File: src/rtl/donut_shade_if.sv
// Pixel-stream bundle between the raster/renderer front end and the donut shader.
// The slave side is the shader: beam position and donut sample in, colour and frame count out.
interface donut_shade_if;
    logic [10:0] i_h_count;
    logic [9:0]  i_v_count;
    logic        i_donut_visible;
    logic [5:0]  i_donut_luma;
    logic [1:0]  o_vga_r;
    logic [1:0]  o_vga_g;
    logic [1:0]  o_vga_b;
    logic [7:0]  o_fcount;

    modport master (
        output i_h_count, i_v_count, i_donut_visible, i_donut_luma,
        input  o_vga_r, o_vga_g, o_vga_b, o_fcount
    );

    modport slave (
        input  i_h_count, i_v_count, i_donut_visible, i_donut_luma,
        output o_vga_r, o_vga_g, o_vga_b, o_fcount
    );
endinterface

File: src/rtl/donut_shade.sv
// Two-stage shader: fades the donut luma in over the first 64 frames, Bayer-dithers it
// to 2-bit grey, and fills the non-donut area with a scrolling blue stripe pattern.
module donut_shade #(
    parameter int H_DISPLAY = 1220,
    parameter int H_TOTAL   = 1525,
    parameter int V_DISPLAY = 480,
    parameter int V_TOTAL   = 525
) (
    input logic          clk,
    input logic          rst,
    donut_shade_if.slave bus
);

    logic [7:0]  r_fcount;
    logic [6:0]  r_fade;

    logic        r_display_on;
    logic        r_visible;
    logic [5:0]  r_faded;
    logic        r_h_bit8;
    logic [1:0]  r_px;
    logic [5:0]  r_v_low;

    logic [1:0]  r_vga_r;
    logic [1:0]  r_vga_g;
    logic [1:0]  r_vga_b;

    logic        w_eof;
    logic        w_display_on;
    logic [11:0] w_product;
    logic [5:0]  w_faded;
    logic [3:0]  w_thresh;
    logic        w_bump;
    logic [2:0]  w_sum;
    logic [1:0]  w_level;
    logic [5:0]  w_vb;
    logic        w_stripe;

    assign w_eof        = (bus.i_h_count == 11'(H_TOTAL - 1)) && (bus.i_v_count == 10'(V_TOTAL - 1));
    assign w_display_on = (bus.i_h_count < 11'(H_DISPLAY)) && (bus.i_v_count < 10'(V_DISPLAY));

    // fade <= 64 and luma <= 63, so the product fits 12 bits and the shifted result fits 6.
    assign w_product = 12'(bus.i_donut_luma) * 12'(r_fade);
    assign w_faded   = 6'(w_product >> 6);

    always_ff @(posedge clk) begin
        if (rst) begin
            r_fcount <= '0;
            r_fade   <= '0;
        end else if (w_eof) begin
            r_fcount <= r_fcount + 8'd1;
            if (r_fade < 7'd64) begin
                r_fade <= r_fade + 7'd1;
            end
        end
    end

    always_ff @(posedge clk) begin
        if (rst) begin
            r_display_on <= 1'b0;
            r_visible    <= 1'b0;
            r_faded      <= '0;
            r_h_bit8     <= 1'b0;
            r_px         <= '0;
            r_v_low      <= '0;
        end else begin
            r_display_on <= w_display_on;
            r_visible    <= bus.i_donut_visible;
            r_faded      <= w_faded;
            r_h_bit8     <= bus.i_h_count[8];
            r_px         <= bus.i_h_count[4:3];
            r_v_low      <= bus.i_v_count[5:0];
        end
    end

    always_comb begin
        w_thresh = 4'd0;
        case ({r_v_low[1:0], r_px})
            4'b00_00: w_thresh = 4'd0;
            4'b00_01: w_thresh = 4'd8;
            4'b00_10: w_thresh = 4'd2;
            4'b00_11: w_thresh = 4'd10;
            4'b01_00: w_thresh = 4'd12;
            4'b01_01: w_thresh = 4'd4;
            4'b01_10: w_thresh = 4'd14;
            4'b01_11: w_thresh = 4'd6;
            4'b10_00: w_thresh = 4'd3;
            4'b10_01: w_thresh = 4'd11;
            4'b10_10: w_thresh = 4'd1;
            4'b10_11: w_thresh = 4'd9;
            4'b11_00: w_thresh = 4'd15;
            4'b11_01: w_thresh = 4'd7;
            4'b11_10: w_thresh = 4'd13;
            4'b11_11: w_thresh = 4'd5;
            default:  w_thresh = 4'd0;
        endcase
    end

    assign w_bump  = (r_faded[3:0] > w_thresh);
    assign w_sum   = {1'b0, r_faded[5:4]} + {2'b00, w_bump};
    assign w_level = w_sum[2] ? 2'd3 : w_sum[1:0];

    // Only bit 5 of (v + fcount) matters, and it depends only on the low six bits of each.
    assign w_vb     = r_v_low + r_fcount[5:0];
    assign w_stripe = r_h_bit8 ^ 1'(w_vb >> 5);

    always_ff @(posedge clk) begin
        if (rst || !r_display_on) begin
            r_vga_r <= '0;
            r_vga_g <= '0;
            r_vga_b <= '0;
        end else if (r_visible) begin
            r_vga_r <= w_level;
            r_vga_g <= w_level;
            r_vga_b <= w_level;
        end else begin
            r_vga_r <= '0;
            r_vga_g <= '0;
            r_vga_b <= {1'b0, w_stripe};
        end
    end

    assign bus.o_vga_r  = r_vga_r;
    assign bus.o_vga_g  = r_vga_g;
    assign bus.o_vga_b  = r_vga_b;
    assign bus.o_fcount = r_fcount;

endmodule
File: src/flat_wrapper.sv
// flat-port wrapper written by rule: the top's interface ports become plain ports
module donut_shade_flat 
#(
    parameter int H_DISPLAY = 1220,
    parameter int H_TOTAL   = 1525,
    parameter int V_DISPLAY = 480,
    parameter int V_TOTAL   = 525
)
  (clk, rst, bus_i_h_count, bus_i_v_count, bus_i_donut_visible, bus_i_donut_luma, bus_o_vga_r, bus_o_vga_g, bus_o_vga_b, bus_o_fcount);
  donut_shade_if bus_i ();
  input logic clk;
  input logic rst;
  input wire logic [$bits(bus_i.i_h_count)-1:0] bus_i_h_count;
  input wire logic [$bits(bus_i.i_v_count)-1:0] bus_i_v_count;
  input wire logic [$bits(bus_i.i_donut_visible)-1:0] bus_i_donut_visible;
  input wire logic [$bits(bus_i.i_donut_luma)-1:0] bus_i_donut_luma;
  output wire logic [$bits(bus_i.o_vga_r)-1:0] bus_o_vga_r;
  output wire logic [$bits(bus_i.o_vga_g)-1:0] bus_o_vga_g;
  output wire logic [$bits(bus_i.o_vga_b)-1:0] bus_o_vga_b;
  output wire logic [$bits(bus_i.o_fcount)-1:0] bus_o_fcount;
  assign bus_i.i_h_count = bus_i_h_count;
  assign bus_i.i_v_count = bus_i_v_count;
  assign bus_i.i_donut_visible = bus_i_donut_visible;
  assign bus_i.i_donut_luma = bus_i_donut_luma;
  assign bus_o_vga_r = bus_i.o_vga_r;
  assign bus_o_vga_g = bus_i.o_vga_g;
  assign bus_o_vga_b = bus_i.o_vga_b;
  assign bus_o_fcount = bus_i.o_fcount;
  donut_shade #(.H_DISPLAY(H_DISPLAY), .H_TOTAL(H_TOTAL), .V_DISPLAY(V_DISPLAY), .V_TOTAL(V_TOTAL)) u_core (.clk(clk), .rst(rst), .bus(bus_i));
endmodule
File: config.mk
export PLATFORM = sky130hd
export DESIGN_NAME = donut_shade_flat
export DESIGN_NICKNAME = d
export VERILOG_FILES = /design/src/rtl/donut_shade_if.sv /design/src/rtl/donut_shade.sv /design/src/flat_wrapper.sv
export SDC_FILE = /design/constraint.sdc
export NUM_CORES = 1
export LEC_CHECK = 0
export CAP_MARGIN = 15
export CORE_ASPECT_RATIO = 0.75
export CORE_MARGIN = 2
export CORE_UTILIZATION = 54
export CTS_BUF_LIST = sky130_fd_sc_hd__clkbuf_4 sky130_fd_sc_hd__clkbuf_8 sky130_fd_sc_hd__clkbuf_16
export DETAILED_ROUTE_END_ITERATION = 12
export GPL_TIMING_DRIVEN = 0
export PLACE_DENSITY = 0.8
export SETUP_SLACK_MARGIN = 0.5
export SYNTH_ARGS = -nofsm -noshare
export SYNTH_HDL_FRONTEND = slang
export SYNTH_SLANG_ARGS = --single-unit
File: constraint.sdc
create_clock -name clk -period 4.65 [get_ports clk]
set_input_delay 1.1625 -clock clk [delete_from_list [all_inputs] [get_ports clk]]
set_output_delay 1.1625 -clock clk [all_outputs]
set_load 0.01 [all_outputs]
After elaboration in Yosys (flattened, before gate mapping)

Memories as Yosys holds them, arrays and structs flattened. A register that Yosys moved wholly into a read port is not among the register bits.
Index checks and enable logic that the tools add are counted.

Register bits after elaboration: 34
ROM bits: 64
Input bits: 30
Memories kept: 1

Memory list:

| name            | depth | bits a word | read ports | clocked after Yosys merged registers in | write ports | RTL line          | text |
|---|---|---|---|---|---|---|---|
| (no name shown) | 16    | 4           | 1          | 1                                       | 0           | donut_shade.sv:78 | `case ({r_v_low[1:0], r_px})` |

Add/subtract/negate cells: 4
Multiply operators: 1
$lt $le $gt $ge: 4
Eq/ne operators: 2
Multiplexer cells: 3
Bitwise gates (word level): 2
Reductions and logical operators: 6

Operators with widths:

| kind                   | count |
|---|---|
| $mul A6 B7 Y12         | 1 |
| $eq A11 B11 Y1 const B | 1 |
| $lt A11 B11 Y1 const B | 1 |
| $eq A10 B10 Y1 const B | 1 |
| $lt A10 B9 Y1 const B  | 1 |
| $add A8 B1 Y8 const B  | 1 |
| $add A7 B1 Y7 const B  | 1 |
| $lt A7 B7 Y1 const B   | 1 |
| $add A6 B6 Y6          | 1 |
| $gt A4 B4 Y1           | 1 |
| $mux W4                | 1 |
| $add A2 B1 Y3          | 1 |
| $logic_and A1 B1 Y1    | 2 |
| $mux W2                | 1 |
| $reduce_and A2 Y1      | 1 |
| $reduce_or A2 Y1       | 1 |
| $logic_not A1 Y1       | 1 |
| $logic_or A1 B1 Y1     | 1 |
| $mux W1                | 1 |
| $not A1 Y1             | 1 |
| $xor A1 B1 Y1          | 1 |

Depth between registers and ports, before layout

Gate-level depths: netlist of run 1.

Word-level depth: 4
Depth in mapped cells: 14

Least setup slack after synthesis of run 1

OpenSTA, ideal clock, no wires.

Path type: input-to-reg
Start point: input bus_i_donut_luma[5]
End point: register u_core.r_faded[5]
Arrival: 4.167 ns
Path slack: 0.359 ns
Stages on the path: 12
Cell sequence: and2_1 -> fa_1 -> fa_1 -> inv_1 -> fa_1 -> inv_1 -> ha_1 -> a21oi_1 -> o21ai_0 -> a41oi_1 -> o21bai_1 -> mux2_1

Word-level cells in the longest chain between the ends: 1

RTL lines:

| item                 | RTL line           | text |
|---|---|---|
| start, declared      | flat_wrapper.sv:16 | `input wire logic [$bits(bus_i.i_donut_luma)-1:0] bus_i_donut_luma;` |
| $mul A6 B7 Y12       | donut_shade.sv:43  | `assign w_product = 12'(bus.i_donut_luma) * 12'(r_fade);` |
| end signal, assigned | donut_shade.sv:69  | `r_faded <= w_faded;` |
| end, declared        | donut_shade.sv:19  | `logic [5:0] r_faded;` |

No other way between the ends.
A chain may end at the register's enable or synchronous reset.

Worst setup path after layout of run 1

Start point: input bus_i_donut_luma[1]
End point: register u_core.r_faded[5]

The elaborated chain is that of the path after synthesis.

==> impl_results.html, run 1 <==
<table>
<tr><th>Metric</th><th>Value</th></tr>
<tr><th colspan="2">Route</th></tr>
<tr><td>DR vias/cell</td><td>5.38</td></tr>
<tr><td>Initial DRT Pass Iterations</td><td>4</td></tr>
<tr><td>DRT Wirelength</td><td>6.03 mm</td></tr>
<tr><td>Wire length per cell after detailed routing</td><td>14.4 um</td></tr>
<tr><td>Detailed-route DRC error count</td><td>0</td></tr>
<tr><td>Remaining antenna violation count</td><td>0</td></tr>
<tr><td>Violation count after the first detailed-route iteration</td><td>89</td></tr>
<tr><td>Routed via count</td><td>2254</td></tr>
<tr><th colspan="2">Critical path</th></tr>
<tr><td>Crit-path max FO</td><td>3</td></tr>
<tr><td>Crit. End Element</td><td>register</td></tr>
<tr><td>Arrival time reported for the critical path endpoint</td><td>4.40 ns</td></tr>
<tr><td>Setup CP Type</td><td>in2reg</td></tr>
<tr><td>Startpoint of the most critical register-to-register path</td><td>u_core.r_fade[1]$_SDFFE_PP0P_</td></tr>
<tr><td>Origin of the worst setup path</td><td>bus_i_donut_luma[1]</td></tr>
<tr><td>Required time reported for the critical path endpoint</td><td>4.83 ns</td></tr>
<tr><td>Element type at the critical path start</td><td>input port</td></tr>
<tr><th colspan="2">Floorplan</th></tr>
<tr><td>Number of top-level pins</td><td>44</td></tr>
<tr><td>Area of the core</td><td>4900 um^2</td></tr>
<tr><td>Total die area</td><td>5710 um^2</td></tr>
<tr><td>Initial Utilization</td><td>56.4%</td></tr>
<tr><td>Core Rows</td><td>22</td></tr>
<tr><td>Horizontal die dimension</td><td>86.6 um</td></tr>
<tr><td>DIE HEIGHT</td><td>65.9 um</td></tr>
<tr><th colspan="2">Place</th></tr>
<tr><td>Weighted congestion reported at the end of routability-driven placement</td><td>0.815</td></tr>
<tr><td>Cell Area, Placed</td><td>3300 um^2</td></tr>
<tr><td>Pre-CTS WS</td><td>-0.372 ns</td></tr>
<tr><td>Port Buffers</td><td>43</td></tr>
<tr><td>Hpwl dp</td><td>4.61 mm</td></tr>
<tr><th colspan="2">STA</th></tr>
<tr><td>Share of the clock period used by the worst path</td><td>90.8%</td></tr>
<tr><td>Peak Freq</td><td>237 MHz</td></tr>
<tr><td>Clock Skews</td><td>0.00623 ns</td></tr>
<tr><td>Shortest clock period the worst path allows after layout</td><td>4.22 ns</td></tr>
<tr><td>Worst slew pin tran</td><td>0.527 ns</td></tr>
<tr><td>RSZ-0062 raised after global routing</td><td>yes</td></tr>
<tr><td>Minimum setup slack in the final design</td><td>0.429 ns</td></tr>
<tr><td>Hold Fails Final Rpt</td><td>0</td></tr>
<tr><td>Final Max Tran Viols</td><td>0</td></tr>
<tr><td>Relative max-transition margin</td><td>64.9%</td></tr>
<tr><td>Setup-failing EPs final</td><td>0</td></tr>
<tr><th colspan="2">Logic synthesis</th></tr>
<tr><td>Xor/xnor cell area share of the yosys netlist</td><td>4.44%</td></tr>
<tr><td>Cell types with the largest area share after synthesis</td><td>dfxtp_1 (27%), fa_1 (14%), ha_1 (13%), and2_1 (7.0%), inv_1 (3.9%)</td></tr>
<tr><td>Dominant combinational cell family by area after synthesis</td><td>adder cells</td></tr>
<tr><td>Syn Area/Cell</td><td>9.12 um^2</td></tr>
<tr><td>Gate count after technology mapping</td><td>303</td></tr>
<tr><td>Syn nets</td><td>380</td></tr>
<tr><td>Post-synthesis simple-gate area fraction</td><td>25.5%</td></tr>
<tr><td>Portion of synthesized cell area occupied by the leading cell type</td><td>26.8%</td></tr>
<tr><td>Number of enable-type register cells in the synthesized netlist</td><td>0</td></tr>
<tr><td>Sequential area share after synthesis</td><td>26.8%</td></tr>
<tr><td>Yosys top cell by area</td><td>dfxtp_1</td></tr>
<tr><td>Number of synthesized register bits</td><td>37</td></tr>
<tr><td>Proportion of synthesized area in mux cells</td><td>2.81%</td></tr>
<tr><td>Post-synthesis share of cell area spent on full adders, half adders and majority gates</td><td>26.4%</td></tr>
<tr><td>Synthesized area</td><td>2760 um^2</td></tr>
<tr><td>Synth unique cells</td><td>47</td></tr>
<tr><td>Synth async-reset ratio</td><td>0%</td></tr>
<tr><td>Most used flip-flop cell after synthesis</td><td>dfxtp_1</td></tr>
<tr><td>Synth Warn #</td><td>0</td></tr>
<tr><td>Share of the synthesized area in compound gates (AO/OA/AOI/OAI)</td><td>7.38%</td></tr>
<tr><th colspan="2">Hold path</th></tr>
<tr><td>Hold Startpoint</td><td>u_core.r_faded[5]$_SDFF_PP0_</td></tr>
<tr><td>Worst min-delay path category</td><td>reg2reg</td></tr>
<tr><th colspan="2">Power</th></tr>
<tr><td>Total power consumption of the routed design</td><td>0.000636 W</td></tr>
<tr><td>Pwr Density</td><td>183 nW/um^2</td></tr>
<tr><td>Worst vdd rail ir drop</td><td>186 uV</td></tr>
<tr><td>Leakage</td><td>1.55 nW</td></tr>
<tr><th colspan="2">CTS</th></tr>
<tr><td>Clock slew at the register clock pins of the worst setup and hold paths</td><td>0.07 ns</td></tr>
<tr><td>Clock Root Buffer</td><td>clkbuf_8</td></tr>
<tr><td>Number of buffers inserted for hold repair after clock tree synthesis</td><td>0</td></tr>
<tr><td>TritonCTS buffer count</td><td>5</td></tr>
<tr><td>H-tree level count</td><td>2</td></tr>
<tr><td>Clock network latency to the later pin of the worst-skew pair</td><td>0.29 ns</td></tr>
<tr><td>TritonCTS clock tree</td><td>built</td></tr>
<tr><td>Sink count of the clock tree</td><td>37</td></tr>
<tr><td>Max Root-Sink Buffers</td><td>2</td></tr>
<tr><th colspan="2">Finish</th></tr>
<tr><td>Leading cell types in the layout, fill and taps excluded</td><td>clkdlybuf4s50_1 (37), dfxtp_1 (37), and2_1 (28), inv_1 (28), ha_1 (26)</td></tr>
<tr><td>Final nets</td><td>435</td></tr>
<tr><td>Ratio of cells with drive above 1 in the final layout</td><td>11.7%</td></tr>
<tr><td>Utilization of the core after routing</td><td>70.9%</td></tr>
<tr><td>Synthesis-to-layout area growth</td><td>25.7%</td></tr>
<tr><td>Post-route design area</td><td>3470 um^2</td></tr>
<tr><td>Antenna cells</td><td>0</td></tr>
<tr><th colspan="2">GRT</th></tr>
<tr><td>Leftover overflow at the end of global routing</td><td>0</td></tr>
<tr><td>Number of global-route vias before repair</td><td>2157</td></tr>
<tr><td>Antenna violations before repair</td><td>0</td></tr>
<tr><td>Pin count of the biggest net entering global routing</td><td>12</td></tr>
<tr><td>Overall global routing resource usage</td><td>22.6%</td></tr>
<tr><td>Wire length of the first global-routing pass</td><td>10.0 mm</td></tr>
<tr><th colspan="2">Run status</th></tr>
<tr><td>Outcome</td><td>finished, final reports clean</td></tr>
<tr><th colspan="2">Run</th></tr>
<tr><td>Number of max-capacitance violations reported</td><td>0</td></tr>
</table>
worst paths after layout:
check | to | cells after the start | slack, ns
max | u_core.r_faded[5]$_SDFF_PP0_ | 13 | 0.43
min | u_core.bus.o_vga_b[1]$_SDFF_PP0_ | 2 | 0.49
max reg2reg | u_core.r_faded[5]$_SDFF_PP0_ | 12 | 0.77
min reg2reg | u_core.bus.o_vga_b[1]$_SDFF_PP0_ | 2 | 0.49
metrics by stage:
| stage | TNS [ns] | std cells | hold slack, ns |
|---|---|---|---|
| finish | 0 | 419 | 0.495 |
| global route | 0 | 419 | 0.523 |
| CTS | 0 | 418 | 0.496 |
| detailed placement | -0.942 | 406 | 0.478 |
| global placement | -0.948 | 406 | 0.464 |
| floorplan | 0 | 303 | 0.435 |
Yosys cell counts (all sizes together) (3+ instances only):
| library cell | instances |
|---|---|
| nor2 | 24 |
| nand2 | 22 |
| nand2b | 3 |
| ha | 28 |
| nor2b | 17 |
| xnor2 | 12 |
| fa | 19 |
| inv | 29 |
| a41oi | 3 |
| mux2 | 6 |
| nor3 | 3 |
| dfxtp | 37 |
| a21oi | 12 |
| nand4 | 6 |
| nor4 | 4 |
| clkbuf | 7 |
| o21ai | 8 |
| nand3 | 5 |
| and2 | 31 |
| buf | 6 |
where the power goes:
part	total (W)	internal (W)	switching (W)	leakage [nW]
sequential	0.000326	0.000323	0.00000238	0.301
clock	0.000248	0.000134	0.000114	0.0542
combinational	0.0000631	0.0000342	0.0000288	1.20
layer usage:
layer  part of all wire, %  global-route usage [%]  vias up  routed length [um]
li1                      -                       -     1114                   -
met1                    50                    32.6     1098                3020
met2                    46                    35.4       36                2790
met3                   3.1                    4.49        6                 189
met4                  0.51                    4.10        0                  31
met5                     0                       0        -                   0
critical path, stage by stage:
cell and delay [ns]:
buf_8 0.10, and2_4 0.15, fa_1 0.54, inv_1 0.05, fa_1 0.50, inv_2 0.05
fa_1 0.49, ha_4 0.30, nand4_1 0.13, o21ai_4 0.25, a41oi_2 0.15, o21bai_1 0.19
mux2_1 0.33
logic make-up (layout without fill, tap and decap cells):
logic type,count (synthesis),in the layout
and+or+nand+nor,124,124
adders and majority gates,47,47
buffers and inverters,42,98
DFF,37,37
AOI/OAI and AO/OA,32,32
xor gates and xnor gates,14,14
muxes,7,7
cell type report:
type	instances	area, um^2
buffer	13	75.1
sequential	37	741
clock buffer	7	96.3
multi-input combinational	224	1910
fill	381	1430
inverter	29	109
clock inverter	1	5.00
timing repair buffer	48	460
tap	60	75.1
sequential cells by signal (all words and copies together), names as in the netlist:
register,flops
u_core.w_thresh,4
u_core.r_display_on,1
u_core.r_h_bit8,1
u_core.r_faded,6
u_core.bus.o_vga_b,2
u_core.r_v_low,6
u_core.bus.o_vga_r,1
u_core.r_fade,7
u_core.bus.o_fcount,8
u_core.r_visible,1
what timing repair did:
item	in CTS	in global routing
resized for setup	35	5
setup endpoints to repair	6	4
pin swaps	8	7
buffers inserted	4	1
Note: power is estimated with default switching activity, not from simulation.
==> run 2: changes to the inputs <==
Settings changed: CORE_UTILIZATION 54 to 59, DONT_BUFFER_PORTS from default to 1, PLACE_DENSITY 0.8 to 0.75.
==> run 2 against run 1 <==
Effect of this change:
- fmax grew 3.4%
- global-route usage shrank 0.60 points
- combinational power is 53% lower
- flip-flop and latch count stayed put
- core utilization shrank 4.0 points
- register-to-register slack better by 0.05 ns
- critical path depth fell by 1
- wire length decreased by 11%
- via count down 10%
- clock-buffer cell count shrank 2
- total power increased by 8.2%
- non-clock buffer count down 48
==> impl_results.html, run 2 (synthesis gave the netlist of run 1 again) <==
<table>
<tr><th>Metric</th><th>Value</th></tr>
<tr><th colspan="2">Route</th></tr>
<tr><td>DR vias/cell</td><td>5.51</td></tr>
<tr><td>Remaining antenna violation count</td><td>0</td></tr>
<tr><td>Wire length per cell after detailed routing</td><td>14.6 um</td></tr>
<tr><td>Detailed-route DRC error count</td><td>0</td></tr>
<tr><td>DRT Wirelength</td><td>5.38 mm</td></tr>
<tr><td>Violation count after the first detailed-route iteration</td><td>65</td></tr>
<tr><td>Initial DRT Pass Iterations</td><td>4</td></tr>
<tr><td>Routed via count</td><td>2026</td></tr>
<tr><th colspan="2">GRT</th></tr>
<tr><td>Antenna violations before repair</td><td>0</td></tr>
<tr><td>Pin count of the biggest net entering global routing</td><td>13</td></tr>
<tr><td>Leftover overflow at the end of global routing</td><td>0</td></tr>
<tr><td>Wire length of the first global-routing pass</td><td>9.20 mm</td></tr>
<tr><td>Overall global routing resource usage</td><td>22.0%</td></tr>
<tr><td>Number of global-route vias before repair</td><td>1974</td></tr>
<tr><th colspan="2">Power</th></tr>
<tr><td>Leakage</td><td>1.37 nW</td></tr>
<tr><td>Worst vdd rail ir drop</td><td>162 uV</td></tr>
<tr><td>Switching Fraction</td><td>20.2%</td></tr>
<tr><td>Pwr Density</td><td>229 nW/um^2</td></tr>
<tr><td>Internal power component</td><td>0.000549 W</td></tr>
<tr><td>Total power consumption of the routed design</td><td>0.000688 W</td></tr>
<tr><td>Sequential Power Share</td><td>47.3%</td></tr>
<tr><td>Net Switching</td><td>0.000139 W</td></tr>
<tr><td>Portion of total power attributed to combinational logic</td><td>4.3%</td></tr>
<tr><td>Clock network power share</td><td>48.4%</td></tr>
<tr><th colspan="2">Floorplan</th></tr>
<tr><td>Core Rows</td><td>21</td></tr>
<tr><td>Horizontal die dimension</td><td>83.0 um</td></tr>
<tr><td>DIE HEIGHT</td><td>63.3 um</td></tr>
<tr><td>Total die area</td><td>5250 um^2</td></tr>
<tr><td>Area of the core</td><td>4490 um^2</td></tr>
<tr><td>Initial Utilization</td><td>61.5%</td></tr>
<tr><td>Number of top-level pins</td><td>44</td></tr>
<tr><th colspan="2">Finish</th></tr>
<tr><td>Non-filler instance count after layout</td><td>368</td></tr>
<tr><td>Footprint of the flip-flops and latches</td><td>741 um^2</td></tr>
<tr><td>Ratio of cells with drive above 1 in the final layout</td><td>7.72%</td></tr>
<tr><td>Antenna cells</td><td>0</td></tr>
<tr><td>Final nets</td><td>387</td></tr>
<tr><td>Most common cell after layout, fill and taps aside</td><td>dfxtp_1</td></tr>
<tr><td>Combined area of the multi-input logic cells</td><td>1880 um^2</td></tr>
<tr><td>Utilization of the core after routing</td><td>66.9%</td></tr>
<tr><td>Filler instances</td><td>366</td></tr>
<tr><td>Leading cell types in the layout, fill and taps excluded</td><td>dfxtp_1 (37), and2_1 (30), inv_1 (29)</td></tr>
<tr><td>Synthesis-to-layout area growth</td><td>8.79%</td></tr>
<tr><td>Max FFs per register</td><td>8</td></tr>
<tr><th colspan="2">CTS</th></tr>
<tr><td>Clock slew at the register clock pins of the worst setup and hold paths</td><td>0.08 ns</td></tr>
<tr><td>Max Root-Sink Buffers</td><td>2</td></tr>
<tr><td>TritonCTS clock tree</td><td>built</td></tr>
<tr><td>Clock Root Buffer</td><td>clkbuf_8</td></tr>
<tr><td>Clock network latency to the later pin of the worst-skew pair</td><td>0.30 ns</td></tr>
<tr><td>H-tree level count</td><td>2</td></tr>
<tr><td>TritonCTS buffer count</td><td>5</td></tr>
<tr><td>Sink count of the clock tree</td><td>37</td></tr>
<tr><th colspan="2">Critical path</th></tr>
<tr><td>End of the worst register-to-register path</td><td>u_core.r_faded[2]$_SDFF_PP0_</td></tr>
<tr><td>Flop-to-flop setup slack</td><td>0.82 ns</td></tr>
<tr><td>Crit-path max FO</td><td>6</td></tr>
<tr><td>Termination of the worst setup path</td><td>u_core.r_faded[2]$_SDFF_PP0_</td></tr>
<tr><td>R2R cell count</td><td>12</td></tr>
<tr><td>Required time reported for the critical path endpoint</td><td>4.83 ns</td></tr>
<tr><td>Crit. End Element</td><td>register</td></tr>
<tr><td>Startpoint of the most critical register-to-register path</td><td>u_core.r_fade[0]$_SDFFE_PP0P_</td></tr>
<tr><td>Setup CP Type</td><td>in2reg</td></tr>
<tr><td>Arrival time reported for the critical path endpoint</td><td>4.27 ns</td></tr>
<tr><td>Element type at the critical path start</td><td>input port</td></tr>
<tr><td>Origin of the worst setup path</td><td>bus_i_donut_luma[0]</td></tr>
<tr><th colspan="2">Place</th></tr>
<tr><td>Port Buffers</td><td>0</td></tr>
<tr><td>Hpwl dp</td><td>4.10 mm</td></tr>
<tr><td>Weighted congestion reported at the end of routability-driven placement</td><td>0.815</td></tr>
<tr><td>Pre-CTS WS</td><td>0.275 ns</td></tr>
<tr><td>Number of placed cells counting well taps</td><td>360</td></tr>
<tr><th colspan="2">STA</th></tr>
<tr><td>Clock Skews</td><td>0.00750 ns</td></tr>
<tr><td>Share of the clock period used by the worst path</td><td>87.8%</td></tr>
<tr><td>Hold Fails Final Rpt</td><td>0</td></tr>
<tr><td>Relative max-transition margin</td><td>64.9%</td></tr>
<tr><td>Peak Freq</td><td>245 MHz</td></tr>
<tr><td>Worst slew pin tran</td><td>0.526 ns</td></tr>
<tr><td>Final Max Tran Viols</td><td>0</td></tr>
<tr><td>Minimum setup slack in the final design</td><td>0.567 ns</td></tr>
<tr><td>Setup-failing EPs final</td><td>0</td></tr>
<tr><td>RSZ-0062 raised after global routing</td><td>yes</td></tr>
<tr><td>Accumulated negative setup slack</td><td>0 ns</td></tr>
<tr><td>Shortest clock period the worst path allows after layout</td><td>4.08 ns</td></tr>
<tr><th colspan="2">Run</th></tr>
<tr><td>Number of max-capacitance violations reported</td><td>0</td></tr>
<tr><th colspan="2">Hold path</th></tr>
<tr><td>Worst min-delay path category</td><td>reg2reg</td></tr>
<tr><th colspan="2">Run status</th></tr>
<tr><td>Outcome</td><td>finished, final reports clean</td></tr>
</table>
==> run 2: layout make-up <==
cell class	instances	share of cell area, %
buffer	13	2.50
sequential	37	24.6
inverter	29	3.62
clock inverter	3	2.16
tap	57	2.37
clock buffer	5	2.29
multi-input combinational	224	62.4
==> run 2: critical path, stage by stage <==
cell and delay, ns:
and2_4 0.14, fa_1 0.55, inv_1 0.05, fa_1 0.49, inv_1 0.05, fa_1 0.43, ha_1 0.30, a21oi_1 0.23
o21ai_4 0.14, a21o_1 0.22, a21oi_1 0.16, mux2_2 0.35
==> run 2: power groups by stage <==
| stage | logic, W | clock network [W] | registers, W |
|---|---|---|---|
| 6_report | 0.0000295 | 0.000333 | 0.000325 |
| 5_1_grt | 0.0000338 | 0.000351 | 0.000326 |
| 4_1_cts | 0.0000297 | 0.000336 | 0.000325 |
| 3_5_place_dp | 0.0000294 | 0 | 0.000333 |
| 3_3_place_gp | 0.0000286 | 0 | 0.000333 |
| 2_1_floorplan | 0.0000231 | 0 | 0.000332 |
==> run 2: through the flow <==
| stage | hold WS, ns | area [um^2] |
|---|---|---|
| 6_report | 0.472 | 3010 |
| 5_1_grt | 0.541 | 3010 |
| 4_1_cts | 0.478 | 3000 |
| 3_5_place_dp | 0.471 | 2860 |
| 3_3_place_gp | 0.468 | 2860 |
| 2_1_floorplan | 0.435 | 2790 |
==> run 2: worst min path at each step <==
stage / slack, ns / start / cells past startpoint / to
final: 0.47 / u_core.r_faded[5]$_SDFF_PP0_ / 2 / u_core.bus.o_vga_b[1]$_SDFF_PP0_
after global placement: 0.47 / u_core.r_faded[5]$_SDFF_PP0_ / 2 / u_core.bus.o_vga_b[1]$_SDFF_PP0_
after floorplan: 0.43 / u_core.r_faded[5]$_SDFF_PP0_ / 2 / u_core.bus.o_vga_b[1]$_SDFF_PP0_
after CTS: 0.48 / u_core.r_faded[5]$_SDFF_PP0_ / 2 / u_core.bus.o_vga_b[1]$_SDFF_PP0_
after global routing: 0.54 / u_core.r_display_on$_SDFF_PP0_ / 2 / u_core.bus.o_vga_b[1]$_SDFF_PP0_
after detailed placement: 0.47 / u_core.r_faded[5]$_SDFF_PP0_ / 2 / u_core.bus.o_vga_b[1]$_SDFF_PP0_
==> run 2: what timing repair did <==
| action | in CTS | in global routing |
|---|---|---|
| endpoints found under the setup margin | 0 | 1 |
| resized for setup | 0 | 1 |
| setup buffers | 0 | 0 |
| hold buffers | 0 | 0 |
==> run 2: metal layers <==
metal / up-vias / part of all wire [%] / GRT usage (%)
met5: - / 0 / 0
met4: 0 / 1.1 / 5.94
met3: 7 / 4.1 / 4.59
met2: 40 / 44 / 33.7
met1: 963 / 51 / 31.6
li1: 1016 / - / -
